===== src/rtl/regfile_mp.sv =====
// Multi-port register file: two read ports plus a debug read port, ALU and load write ports,
// a pending-load scoreboard and a clear sequencer. Optional macro REGFILE_BYPASS_EN adds same-cycle write-to-read bypass.
//
// state   | meaning
// --------+------------------------------------------------------------
// S_IDLE  | normal operation; clr_req starts a clear sequence
// S_CLEAR | zero rf[idx] and pend[idx] each cycle, idx = 0 .. NREGS-2
// S_DONE  | one-cycle clr_done pulse, then back to S_IDLE
module regfile_mp #(
   parameter int DW    = 32,
   parameter int NREGS = 16,
   parameter int AW    = 4
) (
   input  logic          clk,
   input  logic          reset,
   input  logic [AW-1:0] ra1,
   input  logic [AW-1:0] ra2,
   output logic [DW-1:0] rd1,
   output logic [DW-1:0] rd2,
   input  logic [AW-1:0] db_addr,
   output logic [DW-1:0] db_data,
   input  logic [DW-1:0] pc_in,
   input  logic          we0,
   input  logic [AW-1:0] wa0,
   input  logic [DW-1:0] wd0,
   input  logic          we1,
   input  logic [AW-1:0] wa1,
   input  logic [DW-1:0] wd1,
   input  logic          pend_set,
   input  logic [AW-1:0] pend_addr,
   output logic          pend1,
   output logic          pend2,
   output logic          pend_any,
   input  logic          clr_req,
   output logic          clr_busy,
   output logic          clr_done
);

   localparam int NST = NREGS - 1;

   typedef enum logic [1:0] {
      S_IDLE  = 2'd0,
      S_CLEAR = 2'd1,
      S_DONE  = 2'd2
   } state_t;

   state_t          state_q;
   logic [AW-1:0]   idx_q;
   logic            clr_busy_q;
   logic            clr_done_q;

   logic [DW-1:0]   rf_q [NST];
   logic [NST-1:0]  pend_q;

   logic            wr0_ok;
   logic            wr1_ok;
   logic            pset_ok;
   logic            clr_wr;

   function automatic logic in_store(input logic [AW-1:0] a);
      return int'(a) < NST;
   endfunction

   // Front-end requests are locked out for the whole clear sequence, including the DONE cycle.
   always_comb begin
      wr0_ok  = we0      && !clr_busy_q && in_store(wa0);
      wr1_ok  = we1      && !clr_busy_q && in_store(wa1);
      pset_ok = pend_set && !clr_busy_q && in_store(pend_addr);
      clr_wr  = (state_q == S_CLEAR);
   end

   always_ff @(posedge clk or posedge reset) begin
      if (reset) begin
         state_q    <= S_IDLE;
         idx_q      <= '0;
         clr_busy_q <= 1'b0;
         clr_done_q <= 1'b0;
      end else begin
         case (state_q)
            S_IDLE: begin
               clr_done_q <= 1'b0;
               if (clr_req) begin
                  state_q    <= S_CLEAR;
                  idx_q      <= '0;
                  clr_busy_q <= 1'b1;
               end
            end
            S_CLEAR: begin
               if (int'(idx_q) == NST - 1) begin
                  state_q    <= S_DONE;
                  clr_done_q <= 1'b1;
               end else begin
                  idx_q <= idx_q + 1'b1;
               end
            end
            S_DONE: begin
               state_q    <= S_IDLE;
               clr_busy_q <= 1'b0;
               clr_done_q <= 1'b0;
            end
            default: begin
               state_q    <= S_IDLE;
               clr_busy_q <= 1'b0;
               clr_done_q <= 1'b0;
            end
         endcase
      end
   end

   // Port 1 overrides port 0 on a collision; a pend_set overrides a same-cycle load clear.
   always_ff @(posedge clk or posedge reset) begin
      if (reset) begin
         for (int i = 0; i < NST; i++) begin
            rf_q[i] <= '0;
         end
         pend_q <= '0;
      end else begin
         for (int i = 0; i < NST; i++) begin
            if (clr_wr) begin
               if (int'(idx_q) == i) begin
                  rf_q[i]   <= '0;
                  pend_q[i] <= 1'b0;
               end
            end else begin
               if (wr1_ok && int'(wa1) == i) begin
                  rf_q[i] <= wd1;
               end else if (wr0_ok && int'(wa0) == i) begin
                  rf_q[i] <= wd0;
               end
               if (pset_ok && int'(pend_addr) == i) begin
                  pend_q[i] <= 1'b1;
               end else if (wr1_ok && int'(wa1) == i) begin
                  pend_q[i] <= 1'b0;
               end
            end
         end
      end
   end

   function automatic logic [DW-1:0] rd_mux(input logic [AW-1:0] a);
      logic [DW-1:0] v;
      v = '0;
      if (int'(a) == NREGS - 1) begin
         v = pc_in;
      end else begin
         for (int i = 0; i < NST; i++) begin
            if (int'(a) == i) begin
               v = rf_q[i];
            end
         end
      end
`ifdef REGFILE_BYPASS_EN
      if (wr1_ok && wa1 == a) begin
         v = wd1;
      end else if (wr0_ok && wa0 == a) begin
         v = wd0;
      end
`endif
      return v;
   endfunction

   function automatic logic pend_mux(input logic [AW-1:0] a);
      logic p;
      p = 1'b0;
      for (int i = 0; i < NST; i++) begin
         if (int'(a) == i) begin
            p = pend_q[i];
         end
      end
`ifdef REGFILE_BYPASS_EN
      if (wr1_ok && wa1 == a && !(pset_ok && pend_addr == a)) begin
         p = 1'b0;
      end
`endif
      return p;
   endfunction

   always_comb begin
      rd1      = rd_mux(ra1);
      rd2      = rd_mux(ra2);
      db_data  = rd_mux(db_addr);
      pend1    = pend_mux(ra1);
      pend2    = pend_mux(ra2);
      pend_any = |pend_q;
   end

   assign clr_busy = clr_busy_q;
   assign clr_done = clr_done_q;

endmodule

===== config.mk =====
export PLATFORM = sky130hd
export DESIGN_NAME = regfile_mp
export DESIGN_NICKNAME = d
export VERILOG_FILES = /design/src/rtl/regfile_mp.sv
export SDC_FILE = /design/constraint.sdc
export NUM_CORES = 2
export LEC_CHECK = 0
export ABC_AREA = 1
export BUFFER_PORTS_ARGS = -buffer_cell sky130_fd_sc_hd__buf_2
export CORE_MARGIN = 10
export CORE_UTILIZATION = 41
export CTS_CLUSTER_SIZE = 25
export DETAILED_ROUTE_END_ITERATION = 8
export SYNTH_ARGS = -nofsm -noshare
export SYNTH_HDL_FRONTEND = slang
export SYNTH_SLANG_ARGS = --single-unit

===== constraint.sdc =====
create_clock -name clk -period 13.6 [get_ports clk]
set_input_delay 0.68 -clock clk [delete_from_list [all_inputs] [get_ports clk]]
set_output_delay 0.68 -clock clk [all_outputs]
set_load 0.02 [all_outputs]

==> key figures <==
Timing
  – Final-report setup violation count: 0
  – Transition time at the pin with the least slew margin: between 1 and 1.5 ns
  – Final number of max-transition violations: 0
  – Fmax: about 210 MHz
  – Unrepaired setup endpoints after global routing: false
  – Setup TNS: 0 ns
  – Normalized max-slew margin: 0.173
  – Final worst path period need: ~4.7 ns
  – Clock skew after layout: about 0.023 ns
  – Post-route worst hold slack: approximately 0.27 ns
  – Final hold viol count: 0
  – Post-route fraction of the period consumed by the critical path: 0.345

Clock network
  – Hold bufs inserted after CTS: 0
  – CTS H-tree lvls: 2
  – Clock transition at the registers of the reported paths: ~0.05 ns
  – Post-CTS setup repair buffer count: 0
  – Clock tree root driver cell: sky130_fd_sc_hd__clkbuf_16
  – Number of buffers created by CTS: 61
  – Number of clock sinks: 503
  – Max Buffers Root-to-Sink: 3
  – Clock latency of the later-clocked register in the worst-skew pair: 0.69 ns
  – Clock tree from TritonCTS: done
  – Count of cells resized by post-cts repair: 0

Min path
  – Hold crit path type: in -> async

Critical path
  – Maximum cell stage delay along the critical path: 0.89 ns
  – Cell with the largest stage delay on the worst path: sky130_fd_sc_hd__clkinv_1
  – Critical path's most frequent cell: sky130_fd_sc_hd__nand2_1
  – Minimum setup slack among reg-to-reg paths: roughly 9.6 ns
  – Endpoint of the worst-slack reg-to-reg timing path: rf_q[279]$_DFFE_PP0P_
  – Sort of element at the end of the critical path: primary output
  – Sort of element at the start of the critical path: input pin
  – Start of the worst register-to-register path: state_q[0]$_DFFE_PP0P_
  – R2r worst-path depth: 13
  – Cells traversed along the worst timing path: buf_2 > nand2_1 > inv_1 > nand2_1 > clkinv_1 > nand2_1 > nand3_1 > nand2_1 > nand3_1 > nand2_1 > nand4_1 > nor2_1 > nand3_1 > buf_2
  – Data required time of the critical path: approximately 13 ns
  – Arrival time worst endpoint: 4.02 ns
  – Worst Setup Path Type: in -> out
  – Critical path buffer and inverter count: 4
  – Largest fanout on the critical path: 18
  – Crit path max-delay family: simple AND/OR/NAND/NOR gates

Synth
  – Compound-gate portion of the synthesized area: 0.180
  – Register bit total from synthesis: slightly above 500
  – Share of flip-flops with an asynchronous set or reset: 1.00
  – Mapped Area: about 36000 µm²
  – Cell taking the most area after synthesis: sky130_fd_sc_hd__dfrtp_1
  – Post-synth EDFFs: 0
  – Average cell area after synthesis: around 6.2 µm²
  – Arithmetic-cell share of the synthesized area counting full adders, half adders and majority gates: 0.00141
  – Yosys warning count: 0
  – Most used flip-flop cell after synthesis: sky130_fd_sc_hd__dfrtp_1
  – Number of different library cells in the post-synthesis netlist: 37
  – Area fraction of the dominant cell type after synthesis: 0.354
  – Simple-gate area share of the yosys netlist: 0.371
  – Multiplexer area fraction after synthesis: 0
  – Synthesized netlist cell count: about 5700
  – Sequential fraction of the synthesis area: 0.354
  – Post-synth net total: between 5000 and 6000
  – Dominant cells by area after synthesis: sky130_fd_sc_hd__dfrtp_1, sky130_fd_sc_hd__nand2_1, sky130_fd_sc_hd__o21ai_0, sky130_fd_sc_hd__nand3_1, sky130_fd_sc_hd__o22ai_1
  – Combinational family with the most area after synthesis: simple AND/OR/NAND/NOR gates
  – Xor and xnor fraction of the mapped netlist area: 0

Finish
  – Number of nets in the layout: roughly 5800
  – Total area of multi-input combinational cells: slightly below 20000 µm²
  – Number of filler cells placed in the layout: between 8000 and 9000
  – Final cell count without fillers: approximately 7000
  – Sequential cell area: 12600 µm²
  – Cell area after layout: approximately 39000 µm²
  – Share of cells above drive strength 1: 0.0845
  – Area added between synthesis and finish: 10.4%

Die
  – I/O pins: around 230
  – Initial standard-cell utilization of the core: 0.415
  – Core Footprint: around 86000 µm²
  – Die area: approximately 99000 µm²
  – Die Y-Extent: 314 µm
  – Width of the die: 314 µm
  – Number of rows created at floorplan: ~110

GRT
  – GRT Resource Usage Total: 0.346
  – Global-route congestion overflow total: 0
  – Number of antenna violations at the first check in global routing: 6
  – Pin count of the biggest net entering global routing: roughly 160
  – Vias in the first global route: roughly 39000
  – Global-route wire length before repair: 259000 µm

Run
  – Max capacitance violation total: 0

Power and ir drop
  – Static leakage: between 15 and 20 nW
  – Worst supply voltage drop on vdd: around 0.25 mV
  – Total power divided by cell area: around 200 nW/µm²
  – Total Power: roughly 7.8 mW

Outcome
  – Run status: finished, final reports clean

Routing
  – WL final: around 180000 µm
  – Final ANT Viol Nets: 0
  – Total number of vias: around 42000
  – DR iter-0 viols: approximately 6700
  – Average routed wire per standard cell: approximately 26 µm
  – Vias per inst: 6.15
  – First-pass DRT Iterations: 8
  – Count of unresolved DRC violations after routing: 0

Placed design
  – RePlAce Congestion: 1.03
  – Inst Count DP: between 6000 and 7000
  – Detail Placement HPWL: approximately 130000 µm
  – Post-place instance area: about 37000 µm²
  – Port Buffers: 226
report_power, final:
group          internal, mW  total (mW)  switching (mW)
combinational         0.847        3.43            2.58
clock                 0.965        1.69           0.725
sequential             2.16        2.73           0.571
Yosys cell counts, types with 2 or more instances:
cell,instances
sky130_fd_sc_hd__dfrtp_1,503
sky130_fd_sc_hd__buf_2,81
sky130_fd_sc_hd__buf_6,2
sky130_fd_sc_hd__nand4_1,228
sky130_fd_sc_hd__clkbuf_1,282
sky130_fd_sc_hd__nand2_2,9
sky130_fd_sc_hd__buf_1,43
sky130_fd_sc_hd__o211ai_1,9
sky130_fd_sc_hd__nor2_1,448
sky130_fd_sc_hd__o22ai_1,294
sky130_fd_sc_hd__nor4_1,3
sky130_fd_sc_hd__o31ai_1,6
sky130_fd_sc_hd__nand2_1,2019
sky130_fd_sc_hd__ha_1,4
sky130_fd_sc_hd__nor2_2,2
sky130_fd_sc_hd__inv_1,424
sky130_fd_sc_hd__nor3_1,33
sky130_fd_sc_hd__o21ai_1,60
sky130_fd_sc_hd__inv_2,15
sky130_fd_sc_hd__o21ai_0,631
sky130_fd_sc_hd__nand3_1,435
sky130_fd_sc_hd__a22o_1,13
sky130_fd_sc_hd__a21oi_1,157
sky130_fd_sc_hd__o21a_1,2
sky130_fd_sc_hd__buf_4,5
sky130_fd_sc_hd__clkinv_1,3
sky130_fd_sc_hd__o2111ai_1,2
routing by layer:
layer	GRT usage	up-vias	share of wire
li1	-	18854	-
met1	0.427	19760	0.36
met2	0.549	2957	0.45
met3	0.0665	688	0.11
met4	0.225	4	0.075
met5	0	-	0.00014
worst reg2reg max path, cell delays in order, from the launching register on:
cell                      delay [ns]
sky130_fd_sc_hd__dfrtp_1        0.39
sky130_fd_sc_hd__inv_1          0.07
sky130_fd_sc_hd__nor2_2         0.04
sky130_fd_sc_hd__inv_2          0.04
sky130_fd_sc_hd__buf_4          0.59
sky130_fd_sc_hd__buf_4          0.57
sky130_fd_sc_hd__nand2_2        0.34
sky130_fd_sc_hd__inv_2          0.42
sky130_fd_sc_hd__o31ai_1        0.16
sky130_fd_sc_hd__nand2_1        0.08
sky130_fd_sc_hd__buf_4          0.42
sky130_fd_sc_hd__inv_1          0.49
sky130_fd_sc_hd__nand2_1        0.15
sky130_fd_sc_hd__o21ai_0        0.08
logic make-up after synthesis:
family          count (synthesis)
simple gates                 3182
compound gates               1179
buf+inv                       855
flops                         503
fa+ha+maj                       4
state kept, by name, indices dropped and copies added (netlist names):
name	flops
clr_busy	1
rf_q	480
clr_done	1
state_q	2
pend_q	15
idx_q	4
how the worst max path moves through the flow:
stage / from / end / slack [ns] / cells past startpoint
2_1_floorplan: reset / clr_busy$_DFFE_PP0P_ / 6.09 / 1
3_3_place_gp: ra1[0] / pend1 / 9.18 / 14
3_5_place_dp: ra1[0] / pend1 / 9.16 / 14
4_1_cts: ra1[1] / pend1 / 9.16 / 14
5_1_grt: ra1[0] / pend1 / 8.85 / 14
6_report: ra1[1] / pend1 / 8.90 / 14
per-stage QoR:
stage	utilization	setup slack (ns)
after floorplan	-	6.09
after CTS	0.459	9.16
after detailed placement	0.435	9.16
final	0.459	8.90
after global routing	0.459	8.85
after global placement	0.435	9.18
area by class of cell:
class                      instances  share of cell area
sequential                       503               0.321
clock inverter                    10             0.00220
multi-input combinational       4365               0.504
timing repair buffer             309              0.0453
clock buffer                      98              0.0486
antenna                            4            0.000255
inverter                         442              0.0424
tap                             1144              0.0365
cells in the final DEF (no fill, tap or decap), drive strengths merged:
master       n
a21o         1
a21oi      158
a22o        13
a31oi        1
and3         1
buf        309
bufinv       1
clkbuf      98
clkinv      12
clkinvlp     1
dfrtp      503
diode        4
ha           4
inv        438
nand2     2028
nand3      437
nand4      228
nor2       450
nor3        34
nor4         3
o2111ai      2
o211ai      10
o21a         2
o21ai      691
o22ai      294
o311ai       1
o31ai        6
or2          1
Power figures use the tool's default switching activity.
